`src/rtl/la_cmd_sequencer.sv`:
```
// LA-bus command sequencer: prescaled 32-bit match counter plus a 16-bit status word on mprj_io.
// Optional command parity checking is enabled by defining LA_CMD_PARITY_EN.
module la_cmd_sequencer #(
  parameter int COUNT_W   = 32,
  parameter int STAT_BASE = 16,
  parameter int PRESC_W   = 8
) (
  input  logic        clock,
  input  logic        resetb,
  input  logic [63:0] la_data_in,
  input  logic [63:0] la_oenb,
  output logic [63:0] la_data_out,
  output logic [37:0] io_out,
  output logic [37:0] io_oeb,
  output logic [2:0]  irq
);

  typedef enum logic [1:0] {S_IDLE = 2'b00, S_RUN = 2'b01, S_MATCH = 2'b10} state_t;

  typedef struct packed {
    logic [7:0]         opcode;
    logic [1:0]         rsvd_hi;
    logic               par;
    logic [3:0]         rsvd_mid;
    logic               req;
    logic [15:0]        rsvd_lo;
    logic [COUNT_W-1:0] payload;
  } cmd_t;

  localparam logic [7:0] OP_LOAD   = 8'h01;
  localparam logic [7:0] OP_START  = 8'h02;
  localparam logic [7:0] OP_STOP   = 8'h03;
  localparam logic [7:0] OP_STATUS = 8'h04;
  localparam logic [7:0] OP_CMP    = 8'h05;
  localparam logic [7:0] OP_PRESC  = 8'h06;
  localparam logic [7:0] OP_CLR    = 8'h07;

  state_t             state;
  logic [COUNT_W-1:0] count, compare;
  logic [PRESC_W-1:0] presc, pc;
  logic [15:0]        status;
  logic               status_en, match_sticky, err, ack, req_q, irq0, armed;
  cmd_t               cmd;
  logic               accept, hit;
  logic               unused_rsvd;

  assign cmd    = la_data_in & ~la_oenb;
  assign accept = cmd.req != req_q;
  // armed drops on a match so a resumed RUN at count == compare does not re-fire at once.
  assign hit    = (state == S_RUN) && (count == compare) && armed;

`ifdef LA_CMD_PARITY_EN
  logic par_err, cmd_ok;
  assign cmd_ok      = cmd.par == ^{cmd.opcode, cmd.payload};
  assign unused_rsvd = ^{cmd.rsvd_hi, cmd.rsvd_mid, cmd.rsvd_lo};
`else
  assign unused_rsvd = ^{cmd.rsvd_hi, cmd.par, cmd.rsvd_mid, cmd.rsvd_lo};
`endif

  always_ff @(posedge clock) begin
    if (!resetb) begin
      state        <= S_IDLE;
      count        <= '0;
      compare      <= '1;
      presc        <= '0;
      pc           <= '0;
      status       <= '0;
      status_en    <= 1'b0;
      match_sticky <= 1'b0;
      err          <= 1'b0;
      ack          <= 1'b0;
      req_q        <= 1'b0;
      irq0         <= 1'b0;
      armed        <= 1'b1;
`ifdef LA_CMD_PARITY_EN
      par_err      <= 1'b0;
`endif
    end else begin
      irq0 <= 1'b0;
      // The counter freezes on a hit even when a command suppresses the match itself.
      if (state == S_RUN && !hit) begin
        if (pc == presc) begin
          pc    <= '0;
          count <= count + 1'b1;
          armed <= 1'b1;
        end else begin
          pc <= pc + 1'b1;
        end
      end
      if (hit && !accept) begin
        state        <= S_MATCH;
        match_sticky <= 1'b1;
        irq0         <= 1'b1;
        status       <= status + 1'b1;
        armed        <= 1'b0;
      end
      if (accept) begin
        req_q <= cmd.req;
        ack   <= cmd.req;
`ifdef LA_CMD_PARITY_EN
        if (!cmd_ok) begin
          err     <= 1'b1;
          par_err <= 1'b1;
        end else
`endif
        case (cmd.opcode)
          OP_LOAD: begin
            count <= cmd.payload;
            armed <= 1'b1;
          end
          OP_START:  state <= S_RUN;
          OP_STOP:   state <= S_IDLE;
          OP_STATUS: begin
            status    <= cmd.payload[15:0];
            status_en <= 1'b1;
          end
          OP_CMP:    compare <= cmd.payload;
          OP_PRESC: begin
            presc <= cmd.payload[PRESC_W-1:0];
            pc    <= '0;
          end
          OP_CLR: begin
            match_sticky <= 1'b0;
            err          <= 1'b0;
`ifdef LA_CMD_PARITY_EN
            par_err      <= 1'b0;
`endif
          end
          default:   err <= 1'b1;
        endcase
      end
    end
  end

  always_comb begin
    io_out = '0;
    io_oeb = '1;
    io_out[STAT_BASE +: 16] = status;
    io_oeb[STAT_BASE +: 16] = {16{~status_en}};
    la_data_out = '0;
    la_data_out[COUNT_W-1:0] = count;
    la_data_out[47:32] = status;
    la_data_out[48]    = ack;
    la_data_out[50:49] = state;
    la_data_out[51]    = match_sticky;
    la_data_out[52]    = err;
`ifdef LA_CMD_PARITY_EN
    la_data_out[53]    = par_err;
`endif
  end

  assign irq = {2'b00, irq0};

endmodule
```
`config.mk`:
```
export PLATFORM = sky130hd
export DESIGN_NAME = la_cmd_sequencer
export DESIGN_NICKNAME = d
export VERILOG_FILES = /design/src/rtl/la_cmd_sequencer.sv
export SDC_FILE = /design/constraint.sdc
export NUM_CORES = 1
export LEC_CHECK = 0
export ABC_AREA = 1
export CAP_MARGIN = 20
export CELL_PAD_IN_SITES_DETAIL_PLACEMENT = 1
export CELL_PAD_IN_SITES_GLOBAL_PLACEMENT = 2
export CORE_MARGIN = 2
export CORE_UTILIZATION = 24
export DETAILED_ROUTE_END_ITERATION = 16
export PLACE_DENSITY = 0.86
export SETUP_SLACK_MARGIN = 0.15
export SKIP_LAST_GASP = 1
export SYNTH_ARGS = -nofsm -noshare
export SYNTH_HDL_FRONTEND = slang
export SYNTH_SLANG_ARGS = --single-unit
```
`constraint.sdc`:
```
create_clock -name clock -period 2.53 [get_ports clock]
set_input_delay 0.506 -clock clock [delete_from_list [all_inputs] [get_ports clock]]
set_output_delay 0.506 -clock clock [all_outputs]
set_load 0.005 [all_outputs]
```
==> results.yml, run 1 <==
run_status:
  outcome: "complete, no violations"
floorplan:
  dieArea_um2: 33000
  coreArea_um2: 31300
  start_util_pct: 24.2
  die_h_um: 182
  io_pins: 273
  rows: 65
  die_x_um: 182
power_and_ir_drop:
  finalPower_w: 0.00360
  p_sw_share_pct: 25.9
  p_clk_share_pct: 39.9
  switching_power_w: 0.000930
  vdd_drop_max_uv: 293
  seq_power_share_pct: 46.7
  leakage_nw: 4.54
  intPower_w: 0.00267
  p_per_area_nw_per_um2: 371
  combPwrFrac_pct: 13.4
yosys:
  ys_ff_latch: 104
  yosys-top-cells-area: "dfxtp_1 (27%), nand2_1 (17%), buf_4 (9.2%), inv_1 (8.7%), nor2_1 (7.7%)"
  syn_inst: 1253
  synth_cell_types: 45
  synth_area_um2: 7580
  yosysWarnings: 0
  synth_most_common_cell: "nand2_1"
  synth_edf_count: 0
  syn-mean-instance-area_um2: 6.05
  synth_top_flop_cell: "dfxtp_1"
  ys_seq_area_share_pct: 27.5
  async_reset_ff_share_pct: 0
  yosysTopAreaCell: "dfxtp_1"
  synth_commonest_cells: "nand2_1 (347), inv_1 (175), nor2_1 (156)"
  synth.top_cell.area_share_pct: 27.5
drt:
  via_count: 8051
  wire_per_inst_um: 15.4
  drt-total-wl_mm: 27.8
  firstDrtPassIters: 5
  drc_errors: 0
  vias_per_cell: 4.47
  dr.first_iter.drc_count: 365
  postRouteAntennaNets: 0
place:
  gp_congestion: 0.838
  hpwlAfterDp_mm: 21.6
  port_buffers: 169
  place_area_um2: 9390
timing:
  slew_headroom_pct: 50.0
  setup_violations: 0
  fin_crit_sh_pct: 87.5
  clock-skew-final_ns: 0.0108
  period_needed_ns: 2.21
  fmax_mhz: 452
  slew_viol_final: 0
  final_hold_viol_count: 0
  tns_ns: 0
  rsz0062_at_grt: "true"
  worstMarginPinSlew_ns: 0.748
worst_setup_path:
  critPathRequiredTime_ns: 2.81
  path_class: "reg2reg"
  arrival_ns: 2.50
  r2r_end: "pc[6]"
  path_max_fanout: 24
  r2r-start: "state[0]"
  startpoint_type: "register"
  r2r_slack_ns: 0.32
  rr_worst_depth: 9
  cp-end-kind: "register"
clock_network:
  clock_path_buffers: 2
  h-tree-depth: 3
  cts.clk_slew.worst_paths_ns: 0.07
  tritoncts: "done"
  clkLatencyLatePin_ns: 0.36
  cts_setup_buffers: 0
  cts_buffers: 9
  cts_resized: 0
  cts_sinks: 104
  cts_root_buf: "clkbuf_16"
  cts_hold_buf: 0
grt:
  grt_usage_pct: 16.6
  grt_max_degree: 38
  gr-total-overflow: 0
  antenna_found_initial: 1
  grt_pass1_vias: 8146
  grt_pass1_wl_mm: 43.6
layout:
  multiInputGateArea_um2: 4110
  nets: 1528
  antennaDiodeCount: 0
  fin_area_um2: 9710
  fillers: 4033
  final_util_pct: 31.0
  seqCellArea_um2: 2080
  areaGrowthSynthToFinish_pct: 28.1
  layout-drive-gt1-share_pct: 7.29
min_path:
  hold-path-cell-count: 2
  min_path_type: "reg2reg"
  hold_start: "match_sticky"
  hold_end: "match_sticky"
job:
  maxCapViolations: 0
cell families (layout without fill, tap and decap cells):
kind of cell | count (synthesis) | in the layout | synth area share (%)
compound gates | 103 | 103 | 7.61
fa+ha+maj | 3 | 3 | 0.495
simple gates | 687 | 688 | 39.8
flops | 104 | 104 | 27.5
buf+inv | 327 | 417 | 21.3
other cells | 2 | 57 | 0.0991
xor+xnor | 27 | 27 | 3.22
sequential cells by signal, indices dropped and copies added, names as in the netlist:
| signal | cells |
|---|---|
| count | 32 |
| irq0 | 1 |
| state | 2 |
| armed | 1 |
| pc | 8 |
| req_q | 1 |
| match_sticky | 1 |
| compare | 32 |
| err | 1 |
| status | 16 |
| presc | 8 |
| status_en | 1 |
placed cells by master, fill, tap and decap left out, types with 5 or more instances in the layout:
cell type / count
buf_4: 28
a21oi_1: 33
o21ai_1: 26
nand4_1: 50
nand3_1: 76
nor2_4: 7
clkdlybuf4s50_1: 168
o21ai_0: 30
nor4_1: 8
dfxtp_1: 103
inv_1: 175
xor2_1: 17
conb_1: 57
inv_2: 21
nand3b_1: 5
nor2_1: 155
nor2_2: 6
xnor2_1: 9
clkbuf_16: 9
nand2_1: 347
nor3_1: 19
layer usage:
metal | share of wire (%) | global-route usage [%] | vias to the layer above
met5 | 0 | 0 | -
met4 | 1.7 | 3.87 | 0
met3 | 3.5 | 2.11 | 31
met2 | 49 | 29.9 | 197
met1 | 46 | 21.0 | 3794
li1 | - | - | 4029
area by class of cell:
type,instances,share of cell area [%]
clock inverters,4,0.464
inverters,202,7.85
clock buffers,11,2.50
well taps,402,5.18
repair buffers,200,20.2
flip-flops and latches,104,21.5
multi-input cells,878,42.4
power groups by stage:
stage | clock network, W | logic, W | registers (W)
6_report | 0.00143 | 0.000483 | 0.00168
5_1_grt | 0.00154 | 0.000535 | 0.00168
4_1_cts | 0.00149 | 0.000485 | 0.00168
3_5_place_dp | 0 | 0.000482 | 0.00172
3_3_place_gp | 0 | 0.000475 | 0.00172
2_1_floorplan | 0 | 0.000286 | 0.00171
critical path: stages (launching register included):
cell and delay (ns):
dfxtp_1 0.39, inv_2 0.06, nor2_4 0.08, buf_4 0.34, inv_1 0.26, nor2_4 0.63, nand2_1 0.14, o21ai_2 0.09
o21ai_1 0.08, nor2_1 0.08
how the worst max path moves through the flow:
stage,from,cells past startpoint,end
floorplan,la_data_in[63],11,status[12]
global placement,la_oenb[60],10,status[8]
detailed placement,la_oenb[60],10,status[8]
CTS,count[9],14,count[8]
global route,count[17],12,count[17]
finish,state[0],9,pc[6]
metrics by stage:
step,setup slack [ns],std cells,hold WS [ns]
floorplan,0.729,1308,0.423
global placement,0.0824,1785,0.436
detailed placement,0.0661,1785,0.449
CTS,0.238,1800,0.460
global route,0.108,1801,0.476
finish,0.317,1801,0.451
Note: power is estimated with default switching activity, not from simulation.
==> inputs of run 2 (changes only) <==
Settings changed: CORE_UTILIZATION 24 to 35, DONT_BUFFER_PORTS set to 1, PLACE_DENSITY 0.86 to 0.88.
==> results.yml, run 2 (synthesized netlist as in run 1, its figures left out) <==
worst_setup_path:
  crit_buf_inv: 1
  critPathRequiredTime_ns: 2.78
  startpoint_type: "register"
  arrival_ns: 2.46
  crit_start: "count[16]"
  cp_slowest_cell: "dfxtp_1"
  r2r_slack_ns: 0.32
  cp-end-kind: "register"
  critPathTopFamily: "simple AND/OR/NAND/NOR gates"
  path_max_fanout: 16
  r2r-start: "count[16]"
  path_class: "reg2reg"
  path_common_cell: "nor2_1"
  slowest_delay_ns: 0.47
  cp_cell_sequence: "xor2_1 > nor2_1 > nand2_1 > nor2_1 > nand3_4 > buf_4 > nand4_1 > nand2_1 > nand2_1 > nor2_1 > nor2_1"
grt:
  gr-total-overflow: 0
  antenna_found_initial: 0
  grt_max_degree: 60
  grt_pass1_wl_mm: 38.1
  grt_usage_pct: 21.8
  grt_pass1_vias: 7138
timing:
  worst_slack_ns: 0.322
  clock-skew-final_ns: 0.0103
  worstMarginPinSlew_ns: 0.728
  slew_viol_final: 0
  period_needed_ns: 2.21
  rsz0062_at_grt: "false"
  tns_ns: 0
  slew_headroom_pct: 51.4
  fmax_mhz: 453
  fin_crit_sh_pct: 87.3
  setup_violations: 0
  final_hold_viol_count: 0
min_path:
  hold_start: "resetb"
  min_path_type: "in2reg"
job:
  maxCapViolations: 0
drt:
  drc_errors: 0
  dr.first_iter.drc_count: 311
  wl_met1_mm: 10.8
  firstDrtPassIters: 4
  postRouteAntennaNets: 0
  topRoutingLayerUsed: "met4"
  route.met2.wl_mm: 12.0
  drt-total-wl_mm: 24.6
  vias_per_cell: 4.92
  wire_per_inst_um: 16.4
  via_count: 7368
  wl_met3_mm: 1.19
floorplan:
  dieArea_um2: 22800
  start_util_pct: 35.8
  die_x_um: 151
  rows: 53
  io_pins: 273
  coreArea_um2: 21200
  die_h_um: 151
clock_network:
  clkLatencyLatePin_ns: 0.36
  clock_path_buffers: 2
  cts_root_buf: "clkbuf_16"
  cts.clk_slew.worst_paths_ns: 0.07
  cts_sinks: 104
  tritoncts: "done"
  cts_hold_buf: 0
  cts_buffers: 9
  h-tree-depth: 3
place:
  dp.cells: 1480
  port_buffers: 0
  place_ws_ns: 0.294
  hpwlAfterDp_mm: 19.1
  gp_congestion: 0.849
layout:
  layout_common_cells: "nand2_1 (347), inv_1 (175), nor2_1 (154)"
  fin_cells: 1497
  areaGrowthSynthToFinish_pct: 3.45
  reg_top3: "compare x32, count x32, status x16"
  layout-drive-gt1-share_pct: 7.86
  nets: 1351
  layout_commonest_cell: "nand2_1"
  antennaDiodeCount: 0
run_status:
  outcome: "complete, no violations"
power_and_ir_drop:
  p_sw_share_pct: 24.8
  p_per_area_nw_per_um2: 459
  switching_power_w: 0.000893
  combPwrFrac_pct: 7.9
  p_clk_share_pct: 45.3
  seq_power_share_pct: 46.8
  leakage_nw: 3.89
  vdd_drop_max_uv: 277
  intPower_w: 0.00271
run 2: cell count changes in the layout (fill, tap and decap cells not counted), sizes merged:
cell / delta
clkbuf: +2
clkinv: -3
nor2: -1
buf: -8
bufinv: +1
clkdlybuf4s50: -168
run 2: area by class of cell:
class,count,area (um^2)
Clock buffer,13,280
Fill cell,2884,13300
Multi-Input combinational cell,877,4100
Clock inverter,2,60.1
Sequential cell,104,2080
Inverter,202,762
Tap cell,275,344
Timing Repair Buffer,24,205
run 2: what timing repair did:
item                                    4_1_cts  5_1_grt
gates resized for setup                       0        6
endpoints found under the setup margin        0       29
setup buffers                                 0        2
run 2: worst register-to-register path, delay by kind of cell (launching register included):
family / cells / cell delay [ns]
buffers and inverters: 1 / 0.28
and+or+nand+nor: 9 / 0.98
DFF: 1 / 0.47
xor gates and xnor gates: 1 / 0.38
run 2: final timing paths:
path                                endpoint  cells past startpoint
worst min-delay path             compare[24]                      1
worst min register to register  match_sticky                      2
worst max-delay path               count[15]                     11
worst max register to register     count[15]                     11
run 2: routing by layer:
layer / global-route usage [%] / up-vias
met5: 0 / -
met3: 3.92 / 35
met4: 6.40 / 0
met1: 27.0 / 3471
li1: - / 3676
met2: 38.4 / 186
run 2: per-stage QoR:
step	power, W	area, um^2	hold slack (ns)	utilization [%]
2_1_floorplan	0.00200	7780	0.423	-
3_3_place_gp	0.00200	7460	0.456	35.3
3_5_place_dp	0.00201	7460	0.464	35.3
4_1_cts	0.00364	7800	0.234	36.9
5_1_grt	0.00375	7840	0.240	37.1
6_report	0.00360	7840	0.252	37.1
run 2: power groups by stage:
stage / registers [W] / logic (W) / clock network (W)
finish: 0.00168 / 0.000284 / 0.00163
global route: 0.00169 / 0.000326 / 0.00173
CTS: 0.00168 / 0.000286 / 0.00167
detailed placement: 0.00172 / 0.000285 / 0
global placement: 0.00172 / 0.000281 / 0
floorplan: 0.00171 / 0.000286 / 0
==> inputs of run 3 (changes only) <==
Settings changed: RECOVER_POWER set to 100.
==> results.yml, run 3 (synthesized netlist as in run 1, its figures left out) <==
floorplan:
  rows: 53
  start_util_pct: 35.8
  die_x_um: 151
  io_pins: 273
  dieArea_um2: 22800
  coreArea_um2: 21200
  die_h_um: 151
timing:
  period_needed_ns: 2.27
  clock-skew-final_ns: 0.00981
  final_hold_viol_count: 0
  rsz0062_at_grt: "false"
  fin_crit_sh_pct: 89.5
  worstMarginPinSlew_ns: 1.79
  fmax_mhz: 441
  tns_ns: 0
  worst_slack_ns: 0.265
  setup_violations: 0
  slew_headroom_pct: -19.5
  slew_viol_final: 31
worst_setup_path:
  cp_slowest_cell: "clkbuf_1"
  r2r_end: "count[29]"
  startpoint_type: "input port"
  path_max_fanout: 59
  arrival_ns: 2.52
  critPathRequiredTime_ns: 2.78
  path_class: "in2reg"
  crit_start: "resetb"
  slowest_delay_ns: 1.31
  rr_worst_depth: 10
  r2r-start: "count[1]"
  cp-end-kind: "register"
  cp_cell_sequence: "clkinv_1 > clkbuf_1 > nor2_1 > a31o_2"
  crit_path_end: "state[1]"
  r2r_slack_ns: 0.31
place:
  port_buffers: 0
  place_ws_ns: 0.294
  gp_congestion: 0.849
  hpwlAfterDp_mm: 19.1
power_and_ir_drop:
  seq_power_share_pct: 47.0
  p_per_area_nw_per_um2: 463
  vdd_drop_max_uv: 275
  p_sw_share_pct: 24.6
  finalPower_w: 0.00358
  switching_power_w: 0.000883
  intPower_w: 0.00270
  leakage_nw: 3.84
  p_clk_share_pct: 45.4
  combPwrFrac_pct: 7.7
grt:
  antenna_found_initial: 0
  gr-total-overflow: 0
  grt_max_degree: 60
  grt_pass1_vias: 7138
  grt_pass1_wl_mm: 38.1
  grt_usage_pct: 21.8
run_status:
  failed_checks: "capacitance limit, slew limit"
  outcome: "finished, violations left"
drt:
  firstDrtPassIters: 4
  postRouteAntennaNets: 0
  drc_errors: 0
  vias_per_cell: 4.90
  drt-total-wl_mm: 24.5
  wire_per_inst_um: 16.4
  dr.first_iter.drc_count: 333
  via_count: 7340
layout:
  multiInputGateArea_um2: 4070
  nets: 1351
  layout_commonest_cell: "nand2_1"
  final_util_pct: 36.6
  reg_top3: "compare x32, count x32, status x16"
  layout_common_cells: "nand2_1 (349), inv_1 (178), nor2_1 (155)"
  seqCellArea_um2: 2080
  layout-drive-gt1-share_pct: 6.14
  fillers: 2901
  antennaDiodeCount: 0
  areaGrowthSynthToFinish_pct: 2.10
clock_network:
  cts.clk_slew.worst_paths_ns: 0.07
  cts_buffers: 9
  cts_sinks: 104
  clock_path_buffers: 2
  h-tree-depth: 3
  tritoncts: "done"
  cts_hold_buf: 0
  cts_root_buf: "clkbuf_16"
  clkLatencyLatePin_ns: 0.36
min_path:
  min_path_type: "in2reg"
job:
  maxCapViolations: 1
-- run 3: cell count changes in the layout (fill, tap and decap cells not counted), moves of 2 or more --
| cell | change |
|---|---|
| o21ai_0 | +22 |
| o21ai_1 | -22 |
| inv_2 | -3 |
| buf_4 | -9 |
| dfxtp_1 | +2 |
| buf_12 | -2 |
| inv_1 | +3 |
| clkbuf_1 | +10 |
| nand2_1 | +2 |
| dfxtp_2 | -2 |
-- run 3: power groups by stage --
stage / logic, W / registers [W] / clock network (W)
2_1_floorplan: 0.000286 / 0.00171 / 0
3_3_place_gp: 0.000281 / 0.00172 / 0
3_5_place_dp: 0.000285 / 0.00172 / 0
4_1_cts: 0.000286 / 0.00168 / 0.00167
5_1_grt: 0.000319 / 0.00169 / 0.00173
6_report: 0.000275 / 0.00168 / 0.00163
-- run 3: worst min path at each step --
stage                            start      endpoint  slack [ns]  cells past startpoint
after CTS                       resetb   compare[28]        0.23                      1
after global routing            resetb   compare[16]        0.24                      1
final                           resetb   compare[24]        0.26                      1
after detailed placement  match_sticky  match_sticky        0.46                      2
after floorplan           match_sticky  match_sticky        0.42                      2
after global placement        presc[3]      presc[3]        0.46                      2
-- run 3: worst max-delay path, delay by kind of cell --
kind | cells | cell delay (ns)
buffers and inverters | 2 | 1.43
AOI/OAI and AO/OA | 1 | 0.30
and+or+nand+nor | 1 | 0.24
-- run 3: through the flow --
stage	instance area [um^2]	std cells	hold WS [ns]
floorplan	7780	1308	0.423
global placement	7460	1480	0.456
detailed placement	7460	1480	0.464
CTS	7800	1495	0.234
global route	7740	1497	0.240
finish	7740	1497	0.255
-- run 3: area by class of cell --
class | instances | area share, %
Clock buffer | 13 | 3.62
Timing Repair Buffer | 24 | 1.81
Sequential cell | 104 | 26.9
Clock inverter | 2 | 0.776
Tap cell | 275 | 4.45
Multi-Input combinational cell | 877 | 52.6
Inverter | 202 | 9.85
-- run 3: per-layer routing --
layer	vias to the layer above	track usage, %	routed length (um)
met1	3460	27.0	10900
met4	0	6.40	546
met3	33	3.92	1080
li1	3678	-	-
met2	169	38.4	12000
met5	-	0	0
-- run 3: timing repair --
item / CTS / global route
setup endpoints to repair: 0 / 29
hold endpoints to repair: 0 / 0
gates resized for setup: 0 / 6
buffers inserted: 0 / 2
